$ cat src/rtl/branch_pkg.sv
// ----------------------------------------------------------------------------
// branch_pkg
// Shared definitions for the EX-stage branch unit:
//   - RISC-V branch funct3 encodings (F3_BEQ .. F3_BGEU)
//   - br_state_t : IDLE / SHADOW redirect-shadow FSM encoding
//   - SHADOW_CNT_W : width of the shadow-window down-counter
//   - sat_inc32() : saturating increment for the optional statistics counters
// ----------------------------------------------------------------------------
package branch_pkg;

    localparam logic [2:0] F3_BEQ  = 3'b000;
    localparam logic [2:0] F3_BNE  = 3'b001;
    localparam logic [2:0] F3_BLT  = 3'b100;
    localparam logic [2:0] F3_BGE  = 3'b101;
    localparam logic [2:0] F3_BLTU = 3'b110;
    localparam logic [2:0] F3_BGEU = 3'b111;

    typedef enum logic [0:0] {
        IDLE   = 1'b0,
        SHADOW = 1'b1
    } br_state_t;

    localparam int SHADOW_CNT_W = 4;

    // Counter increment that sticks at all-ones instead of wrapping to zero.
    function automatic logic [31:0] sat_inc32(input logic [31:0] value);
        logic [31:0] result;
        if (value == 32'hFFFF_FFFF) begin
            result = value;
        end else begin
            result = value + 32'd1;
        end
        return result;
    endfunction

endpackage

$ cat src/rtl/branch_cond.sv
// ----------------------------------------------------------------------------
// branch_cond
// Purely combinational RISC-V branch condition evaluator.
// Ports:
//   funct3  in  3           branch funct3
//   a, b    in  DATA_WIDTH  operands (rs1, rs2)
//   taken   out 1           condition true (always 0 for illegal funct3)
//   illegal out 1           funct3 is 010 or 011 (no branch defined)
// Equality, signed less-than and unsigned less-than are each computed once
// and the result is selected by funct3.
// ----------------------------------------------------------------------------
module branch_cond
    import branch_pkg::*;
#(
    parameter int DATA_WIDTH = 32
) (
    input  logic [2:0]            funct3,
    input  logic [DATA_WIDTH-1:0] a,
    input  logic [DATA_WIDTH-1:0] b,
    output logic                  taken,
    output logic                  illegal
);

    logic eq_s;
    logic lt_signed_s;
    logic lt_unsigned_s;

    assign eq_s          = (a == b);
    assign lt_signed_s   = ($signed(a) < $signed(b));
    assign lt_unsigned_s = (a < b);

    // Select the condition for this funct3; unknown encodings flag illegal.
    always_comb begin
        taken   = 1'b0;
        illegal = 1'b0;
        case (funct3)
            F3_BEQ:  taken = eq_s;
            F3_BNE:  taken = ~eq_s;
            F3_BLT:  taken = lt_signed_s;
            F3_BGE:  taken = ~lt_signed_s;
            F3_BLTU: taken = lt_unsigned_s;
            F3_BGEU: taken = ~lt_unsigned_s;
            default: begin
                taken   = 1'b0;
                illegal = 1'b1;
            end
        endcase
    end

endmodule

$ cat src/rtl/branch_unit.sv
// ----------------------------------------------------------------------------
// branch_unit
// EX-stage branch resolver. Accepts a branch when br_valid & ~stall &
// ~flush_in in IDLE, registers taken/target one cycle later, and pulses
// redirect for an aligned taken branch. After a redirect, br_valid is
// squashed for SHADOW_CYCLES non-stalled cycles (wrong-path instructions).
// Ports:
//   clk, rst_n           clock (rising edge), async active-low reset
//   br_valid, br_funct3  branch request and its funct3
//   rs1_data, rs2_data   operands
//   pc, imm              branch PC and sign-extended offset
//   stall                blocks acceptance, freezes the shadow counter
//   flush_in             external flush, highest priority
//   res_valid            pulse: taken/target valid
//   taken, target        resolved condition and pc+imm (held between results)
//   redirect             pulse: fetch loads target
//   illegal              pulse: unsupported funct3
//   misalign             pulse: taken branch to non word-aligned target
// Optional: define BRANCH_STATS_EN to add saturating 32-bit counters
//   taken_cnt, not_taken_cnt, squash_cnt.
// ----------------------------------------------------------------------------
module branch_unit
    import branch_pkg::*;
#(
    parameter int DATA_WIDTH    = 32,
    parameter int ADDR_WIDTH    = 32,
    parameter int SHADOW_CYCLES = 2
) (
    input  logic                  clk,
    input  logic                  rst_n,
    input  logic                  br_valid,
    input  logic [2:0]            br_funct3,
    input  logic [DATA_WIDTH-1:0] rs1_data,
    input  logic [DATA_WIDTH-1:0] rs2_data,
    input  logic [ADDR_WIDTH-1:0] pc,
    input  logic [ADDR_WIDTH-1:0] imm,
    input  logic                  stall,
    input  logic                  flush_in,
    output logic                  res_valid,
    output logic                  taken,
    output logic [ADDR_WIDTH-1:0] target,
    output logic                  redirect,
    output logic                  illegal,
`ifdef BRANCH_STATS_EN
    output logic [31:0]           taken_cnt,
    output logic [31:0]           not_taken_cnt,
    output logic [31:0]           squash_cnt,
`endif
    output logic                  misalign
);

    localparam logic [SHADOW_CNT_W-1:0] SHADOW_INIT = SHADOW_CNT_W'(SHADOW_CYCLES);

    br_state_t               state_r, state_nx;
    logic [SHADOW_CNT_W-1:0] cnt_r, cnt_nx;

    logic                    res_valid_r, res_valid_nx;
    logic                    taken_r, taken_nx;
    logic [ADDR_WIDTH-1:0]   target_r, target_nx;
    logic                    redirect_r, redirect_nx;
    logic                    illegal_r, illegal_nx;
    logic                    misalign_r, misalign_nx;

    logic                    cond_taken_s;
    logic                    cond_illegal_s;
    logic [ADDR_WIDTH-1:0]   sum_s;
    logic                    unaligned_s;
    logic                    accept_s;
    logic                    squash_s;

    branch_cond #(
        .DATA_WIDTH (DATA_WIDTH)
    ) u_cond (
        .funct3  (br_funct3),
        .a       (rs1_data),
        .b       (rs2_data),
        .taken   (cond_taken_s),
        .illegal (cond_illegal_s)
    );

    // Target wraps modulo 2^ADDR_WIDTH by truncation.
    assign sum_s       = pc + imm;
    assign unaligned_s = |sum_s[1:0];
    assign accept_s    = br_valid & ~stall & ~flush_in & (state_r == IDLE);

    // Next-state, shadow counter and next result/pulse values.
    always_comb begin
        state_nx     = state_r;
        cnt_nx       = cnt_r;
        res_valid_nx = 1'b0;
        redirect_nx  = 1'b0;
        illegal_nx   = 1'b0;
        misalign_nx  = 1'b0;
        taken_nx     = taken_r;
        target_nx    = target_r;
        squash_s     = 1'b0;
        if (flush_in) begin
            state_nx = IDLE;
            cnt_nx   = '0;
        end else begin
            case (state_r)
                IDLE: begin
                    if (accept_s) begin
                        res_valid_nx = 1'b1;
                        taken_nx     = cond_taken_s;
                        target_nx    = sum_s;
                        illegal_nx   = cond_illegal_s;
                        misalign_nx  = cond_taken_s & unaligned_s;
                        redirect_nx  = cond_taken_s & ~unaligned_s;
                        if (cond_taken_s & ~unaligned_s) begin
                            state_nx = SHADOW;
                            cnt_nx   = SHADOW_INIT;
                        end else begin
                            state_nx = IDLE;
                        end
                    end else begin
                        state_nx = IDLE;
                    end
                end
                SHADOW: begin
                    if (!stall) begin
                        squash_s = br_valid;
                        // Leaving on the edge where the count hits zero lets the
                        // very next cycle accept a branch.
                        if (cnt_r <= SHADOW_CNT_W'(1)) begin
                            state_nx = IDLE;
                            cnt_nx   = '0;
                        end else begin
                            cnt_nx = cnt_r - SHADOW_CNT_W'(1);
                        end
                    end else begin
                        squash_s = 1'b0;
                    end
                end
                default: begin
                    state_nx = IDLE;
                    cnt_nx   = '0;
                end
            endcase
        end
    end

    // FSM state and shadow counter registers.
    always_ff @(posedge clk or negedge rst_n) begin
        if (!rst_n) begin
            state_r <= IDLE;
            cnt_r   <= '0;
        end else begin
            state_r <= state_nx;
            cnt_r   <= cnt_nx;
        end
    end

    // Registered result fields and single-cycle pulse outputs.
    always_ff @(posedge clk or negedge rst_n) begin
        if (!rst_n) begin
            res_valid_r <= 1'b0;
            taken_r     <= 1'b0;
            target_r    <= '0;
            redirect_r  <= 1'b0;
            illegal_r   <= 1'b0;
            misalign_r  <= 1'b0;
        end else begin
            res_valid_r <= res_valid_nx;
            taken_r     <= taken_nx;
            target_r    <= target_nx;
            redirect_r  <= redirect_nx;
            illegal_r   <= illegal_nx;
            misalign_r  <= misalign_nx;
        end
    end

    assign res_valid = res_valid_r;
    assign taken     = taken_r;
    assign target    = target_r;
    assign redirect  = redirect_r;
    assign illegal   = illegal_r;
    assign misalign  = misalign_r;

`ifdef BRANCH_STATS_EN
    logic [31:0] taken_cnt_r;
    logic [31:0] not_taken_cnt_r;
    logic [31:0] squash_cnt_r;

    // Saturating statistics; illegal branches fall in neither taken bucket.
    always_ff @(posedge clk or negedge rst_n) begin
        if (!rst_n) begin
            taken_cnt_r     <= 32'd0;
            not_taken_cnt_r <= 32'd0;
            squash_cnt_r    <= 32'd0;
        end else begin
            if (accept_s && !cond_illegal_s && cond_taken_s) begin
                taken_cnt_r <= sat_inc32(taken_cnt_r);
            end else begin
                taken_cnt_r <= taken_cnt_r;
            end
            if (accept_s && !cond_illegal_s && !cond_taken_s) begin
                not_taken_cnt_r <= sat_inc32(not_taken_cnt_r);
            end else begin
                not_taken_cnt_r <= not_taken_cnt_r;
            end
            if (squash_s) begin
                squash_cnt_r <= sat_inc32(squash_cnt_r);
            end else begin
                squash_cnt_r <= squash_cnt_r;
            end
        end
    end

    assign taken_cnt     = taken_cnt_r;
    assign not_taken_cnt = not_taken_cnt_r;
    assign squash_cnt    = squash_cnt_r;
`endif

endmodule

$ cat config.mk
export PLATFORM = sky130hd
export DESIGN_NAME = branch_unit
export DESIGN_NICKNAME = d
export VERILOG_FILES = /design/src/rtl/branch_pkg.sv /design/src/rtl/branch_cond.sv /design/src/rtl/branch_unit.sv
export SDC_FILE = /design/constraint.sdc
export NUM_CORES = 1
export LEC_CHECK = 0
export BUFFER_PORTS_ARGS = -buffer_cell sky130_fd_sc_hd__buf_2
export CAP_MARGIN = 15
export CORE_MARGIN = 2
export CORE_UTILIZATION = 30
export CTS_CLUSTER_DIAMETER = 60
export DETAILED_ROUTE_END_ITERATION = 8
export GPL_ROUTABILITY_DRIVEN = 0
export PLACE_DENSITY_LB_ADDON = 0.2
export SETUP_SLACK_MARGIN = 0.1
export SLEW_MARGIN = 20
export SYNTH_ARGS = -nofsm -noshare
export SYNTH_HDL_FRONTEND = slang
export SYNTH_SLANG_ARGS = --single-unit
$ cat constraint.sdc
create_clock -name clk -period 2 [get_ports clk]
set_clock_uncertainty 0.05 [all_clocks]
set_input_delay 0.2 -clock clk [delete_from_list [all_inputs] [get_ports clk]]
set_output_delay 0.2 -clock clk [all_outputs]
set_load 0.02 [all_outputs]
Word level (Yosys, flattened, before mapping) --
Cells that the tools add are included.
Storage, ports and cells: output and inout port bits 37, input bits 136, logic and storage cells 65, flip-flop bits (word level) 42
Cells by class: add/subtract/negate cells 2, reductions and logical operators 5, multiplexer cells 26, equal/unequal tests 9, magnitude comparators 3, bitwise gates (word level) 12
Operator list (count):
- less-than comparator 32 bit | 2
- adder 32 bit | 1
- == test 32 bit | 1
- 2-to-1 mux 4 bit | 5
- 2-to-1 mux 1 bit | 18
- == test 3 bit, second input constant | 4
- one-hot mux 4 bit (2 select lines) | 1
- inverter 1 bit | 7
- inequality test 3 bit, second input constant | 2
- one-hot mux 1 bit (6 select lines) | 1
- AND reduction 3 bit | 2
- OR reduction 6 bit | 1
- bitwise AND 1 bit | 5
- <= comparator 4 x 1 -> 1 bit, second input constant | 1
- subtractor 4 x 1 -> 4 bit, second input constant | 1
- == test 3 x 1 -> 1 bit, second input constant | 1
- zero test 3 bit | 1
- inequality test 3 x 2 -> 1 bit, second input constant | 1
- one-hot mux 1 bit (2 select lines) | 1
- OR reduction 2 bit | 1

Depth between registers and ports, before layout --
depth after elaboration 8, gate-level depth with buffers 11, gate-level depth less buffers 11

By module --
From an unflattened synthesis, not the netlist that was laid out.
Unflattened totals: cell total of the unflattened synthesis 529, area total of the unflattened synthesis 4199.0 um^2
Modules (own cells, without submodules):
- branch_unit | cells an instance 408, area each 3328.2 um^2, seq. area each 1051.0 um^2, times used 1
- branch_cond | cells an instance 121, area each 870.8 um^2, seq. area each 0.0 um^2, times used 1

Least setup slack after synthesis --
No wires, ideal clock.
path type in2reg, start in pc[0], end reg target_r[30] (netlist: target[30]), data arrival time 2170 ps, path slack -302 ps, setup time 82 ps, required time 1868 ps, cell stages on the path 11, buffers on the path 0, path through ha_1 -> inv_1 -> fa_1 -> nor2b_4 -> o31a_4 -> o221ai_4 -> a21oi_2 -> o31ai_4 -> and3_1 -> or3_1 -> a31oi_1
Between the ends: cells in the longest elaborated chain, start to end 1
Ends and longest elaborated chain:
- from (decl) | line branch_unit.sv:35 | input logic [ADDR_WIDTH-1:0] pc,
- adder 32 bit | line branch_unit.sv:82 | assign sum_s = pc + imm;
- to (signal assigned) | line branch_unit.sv:166 | target_r <= target_nx;
- to (decl) | line branch_unit.sv:59 | logic [ADDR_WIDTH-1:0] target_r, target_nx;
Every way passes these cells. A chain may end at the register's enable or synchronous reset.

Worst setup path in the final report --
start in pc[0], end reg target_r[26] (netlist: target[26])
Same word-level chain as after synthesis.

==> flow_metrics.tcl <==
set metrics [dict create \
    outcome "finished with violations" \
    violations "negative setup slack" \
    worstPathRequired_ns 2.12 \
    die_y_um 122 \
    cts_sinks 42 \
    max_freq_mhz 459 \
    detail-route-antenna-nets 0 \
    cts_root_buf "clkbuf_16" \
    dr.first_iter.drc_count 206 \
    cts_tree "yes" \
    arrival_ns 2.30 \
    drtPass1Iterations 4 \
    vias_per_cell 4.90 \
    finalMaxSlewViolations 0 \
    leakagePower_nw 3.38 \
    synth_cell_type_count 66 \
    clk_path_buf_depth 2 \
    place_ws_ns -0.535 \
    avgSynthCellArea_um2 8.42 \
    diodes 0 \
    area_delta_synth_final_pct 62.2 \
    clk-insertion-delay-late_ns 0.29 \
    htreeDepth 2 \
    critPathLaunchType "primary input" \
    fill_cells 1316 \
    fin_crit_ns 2.18 \
    synth_edf_count 0 \
    grt_pass1_wl_um 20800 \
    vias 4558 \
    routed_wl_um 13200 \
    holdCritPathClass "in2reg" \
    pin_count 173 \
    syn_nets 699 \
    grt_max_degree 43 \
    gr-total-overflow 0 \
    crit_type "in2reg" \
    drc 0 \
    core_area_mm2 0.0138 \
    yosys_most_used_dff "dfrtp_1" \
    max-vdd-ir-drop_mv 0.297 \
    power-per-cell-area_mw_per_mm2 574 \
    async_flop_share_pct 100 \
    antenna_found_initial 0 \
    clk_transition_reported_paths_ns 0.06 \
    syn_inst 497 \
    ys_ff_latch 42 \
    worst_pin_slew_ns 0.463 \
    portBuffers 172 \
    period_share_pct 109 \
    timing.final.ws_setup_ns -0.179 \
    grt_util_all_layers_pct 17.3 \
    wl_per_cell_um 14.2 \
    drive_gt1_share_pct 48.7 \
    numCtsBuffers 5 \
    endpoint_kind "register" \
    hpwl_um 10400 \
    final_nets 952 \
    critPathMaxFanout 4 \
    hold_violations 0 \
    synth_seq_area_share_pct 25.1 \
    rows 43 \
    initial_utilization_pct 30.4 \
    syn_area_mm2 0.00419 \
    drv_cap 0 \
    grt_setup_unrepaired "true" \
    fin_cells 931 \
    die_w_um 122 \
    place_inst 915 \
    slew_headroom_pct 68.9 \
    die_area_mm2 0.0149 \
    ys_warn_count 0 \
    setup_viol 16 \
    fin_util_pct 49.3 \
    grt_pass1_vias 4578 \
    fin_total_pwr_w 0.00390 \
]
layer usage:
layer	track usage (%)	share of wire, %	vias to the layer above
met5	0	0	-
met4	5.17	2.1	0
met3	4.87	7.3	20
met2	29.8	48	147
met1	21.0	43	2082
li1	-	-	2309
path summary, 6_finish.rpt:
| path | startpoint | endpoint | slack [ns] | cells after the start |
|---|---|---|---|---|
| min in group asynchronous | rst_n | target[3]$_DFFE_PN0P_ | 0.37 | 3 |
| worst max register to register | cnt_r[0]$_DFFE_PN0P_ | cnt_r[3]$_DFFE_PN0P_ | 0.17 | 8 |
| worst min register to register | target[17]$_DFFE_PN0P_ | target[17]$_DFFE_PN0P_ | 0.42 | 2 |
| worst min-delay path | br_funct3[1] | illegal$_DFF_PN0_ | 0.13 | 2 |
| worst max-delay path | pc[0] | target[26]$_DFFE_PN0P_ | -0.18 | 13 |
| max in group asynchronous | rst_n | target[18]$_DFFE_PN0P_ | 1.31 | 3 |
where the power goes:
part	total [W]	leakage (nW)	internal (W)	switching [W]
Clock	0.000942	0.0836	0.000585	0.000357
Sequential	0.00111	0.535	0.00101	0.0000948
Combinational	0.00185	2.76	0.000872	0.000978
cells by family (layout without fill, tap and decap cells):
| family | after synthesis | in the layout | share of synthesized area (%) |
|---|---|---|---|
| adders and majority gates | 66 | 66 | 19.9 |
| muxes | 2 | 2 | 0.508 |
| xor gates and xnor gates | 24 | 24 | 5.02 |
| buffers and inverters | 59 | 313 | 5.62 |
| and+or+nand+nor | 153 | 153 | 19.1 |
| DFF | 42 | 42 | 25.1 |
| AOI/OAI and AO/OA | 151 | 151 | 24.8 |
registers in the layout, indices dropped and copies added (netlist names):
register / cells
state_r: 1
illegal: 1
redirect: 1
cnt_r: 4
res_valid: 1
target: 32
misalign: 1
taken: 1
layout make-up:
type                            count  area, um2  area share, %
Clock buffer                        5        125           1.84
Clock inverter                      3       40.0          0.590
Inverter                           46        199           2.93
Multi-Input combinational cell    396       3450           50.8
Sequential cell                    42       1050           15.5
Tap cell                          180        225           3.32
Timing Repair Buffer              259       1700           25.1
layout by cell type (no fill, tap or decap), drive strengths merged, types with 18 or more instances in the layout:
| cell type | instances |
|---|---|
| buf | 258 |
| ha | 65 |
| nand2 | 54 |
| o21ai | 47 |
| inv | 45 |
| dfrtp | 42 |
| a21oi | 38 |
| nor2 | 23 |
| a21o | 21 |
| nand3 | 18 |
metrics by stage:
step                      area, um2  hold slack, ns  TNS, ns
final                          6790           0.128    -1.76
after detailed placement       5950           0.153   -10.31
after CTS                      6390           0.124    -1.28
after global placement         5950           0.153   -10.36
after global routing           6790           0.133    -3.58
after floorplan                4320          -0.146    -1.31
worst max-delay path: stages:
cell and delay (ns):
buf_8 0.10, ha_4 0.15, inv_2 0.05, fa_2 0.23
nor2b_4 0.05, o31a_4 0.34, o221ai_4 0.21, buf_4 0.18
o21ai_4 0.08, a221oi_4 0.31, o21ai_1 0.13, xnor2_1 0.18
o21ai_1 0.09
timing repair:
action,CTS,global route
gates resized for setup,40,70
pin swaps,31,34
setup buffers,2,5
setup endpoints to repair,24,28
hold buffers,1,0
cloned,0,0
endpoints found under the hold margin,42,0
synthesized netlist by cell type, types with 3 or more instances:
library cell,n,share of area [%]
nand3b_1,3,0.54
o211ai_1,4,0.72
nand2b_1,7,1.0
nor4_1,4,0.60
o31ai_1,6,1.1
ha_1,65,19
xor2_1,7,1.5
o21ai_0,36,4.3
or3_1,3,0.45
nor2b_1,5,0.75
nand2_1,54,4.8
inv_1,45,4.0
dfrtp_1,42,25
and3_1,3,0.45
nor3_1,6,0.72
xnor2_1,17,3.6
clkbuf_1,6,0.54
buf_2,5,0.60
nand3_1,17,2.0
o21bai_1,4,0.72
a21o_1,21,3.8
nand4_1,12,1.8
a221oi_1,3,0.63
a211oi_1,6,1.1
a21oi_1,36,4.3
a221oi_2,3,1.1
and4_1,3,0.63
o21a_1,3,0.54
nor2_1,22,2.0
o21ai_1,9,1.1
Note: power is estimated with default switching activity, not from simulation.
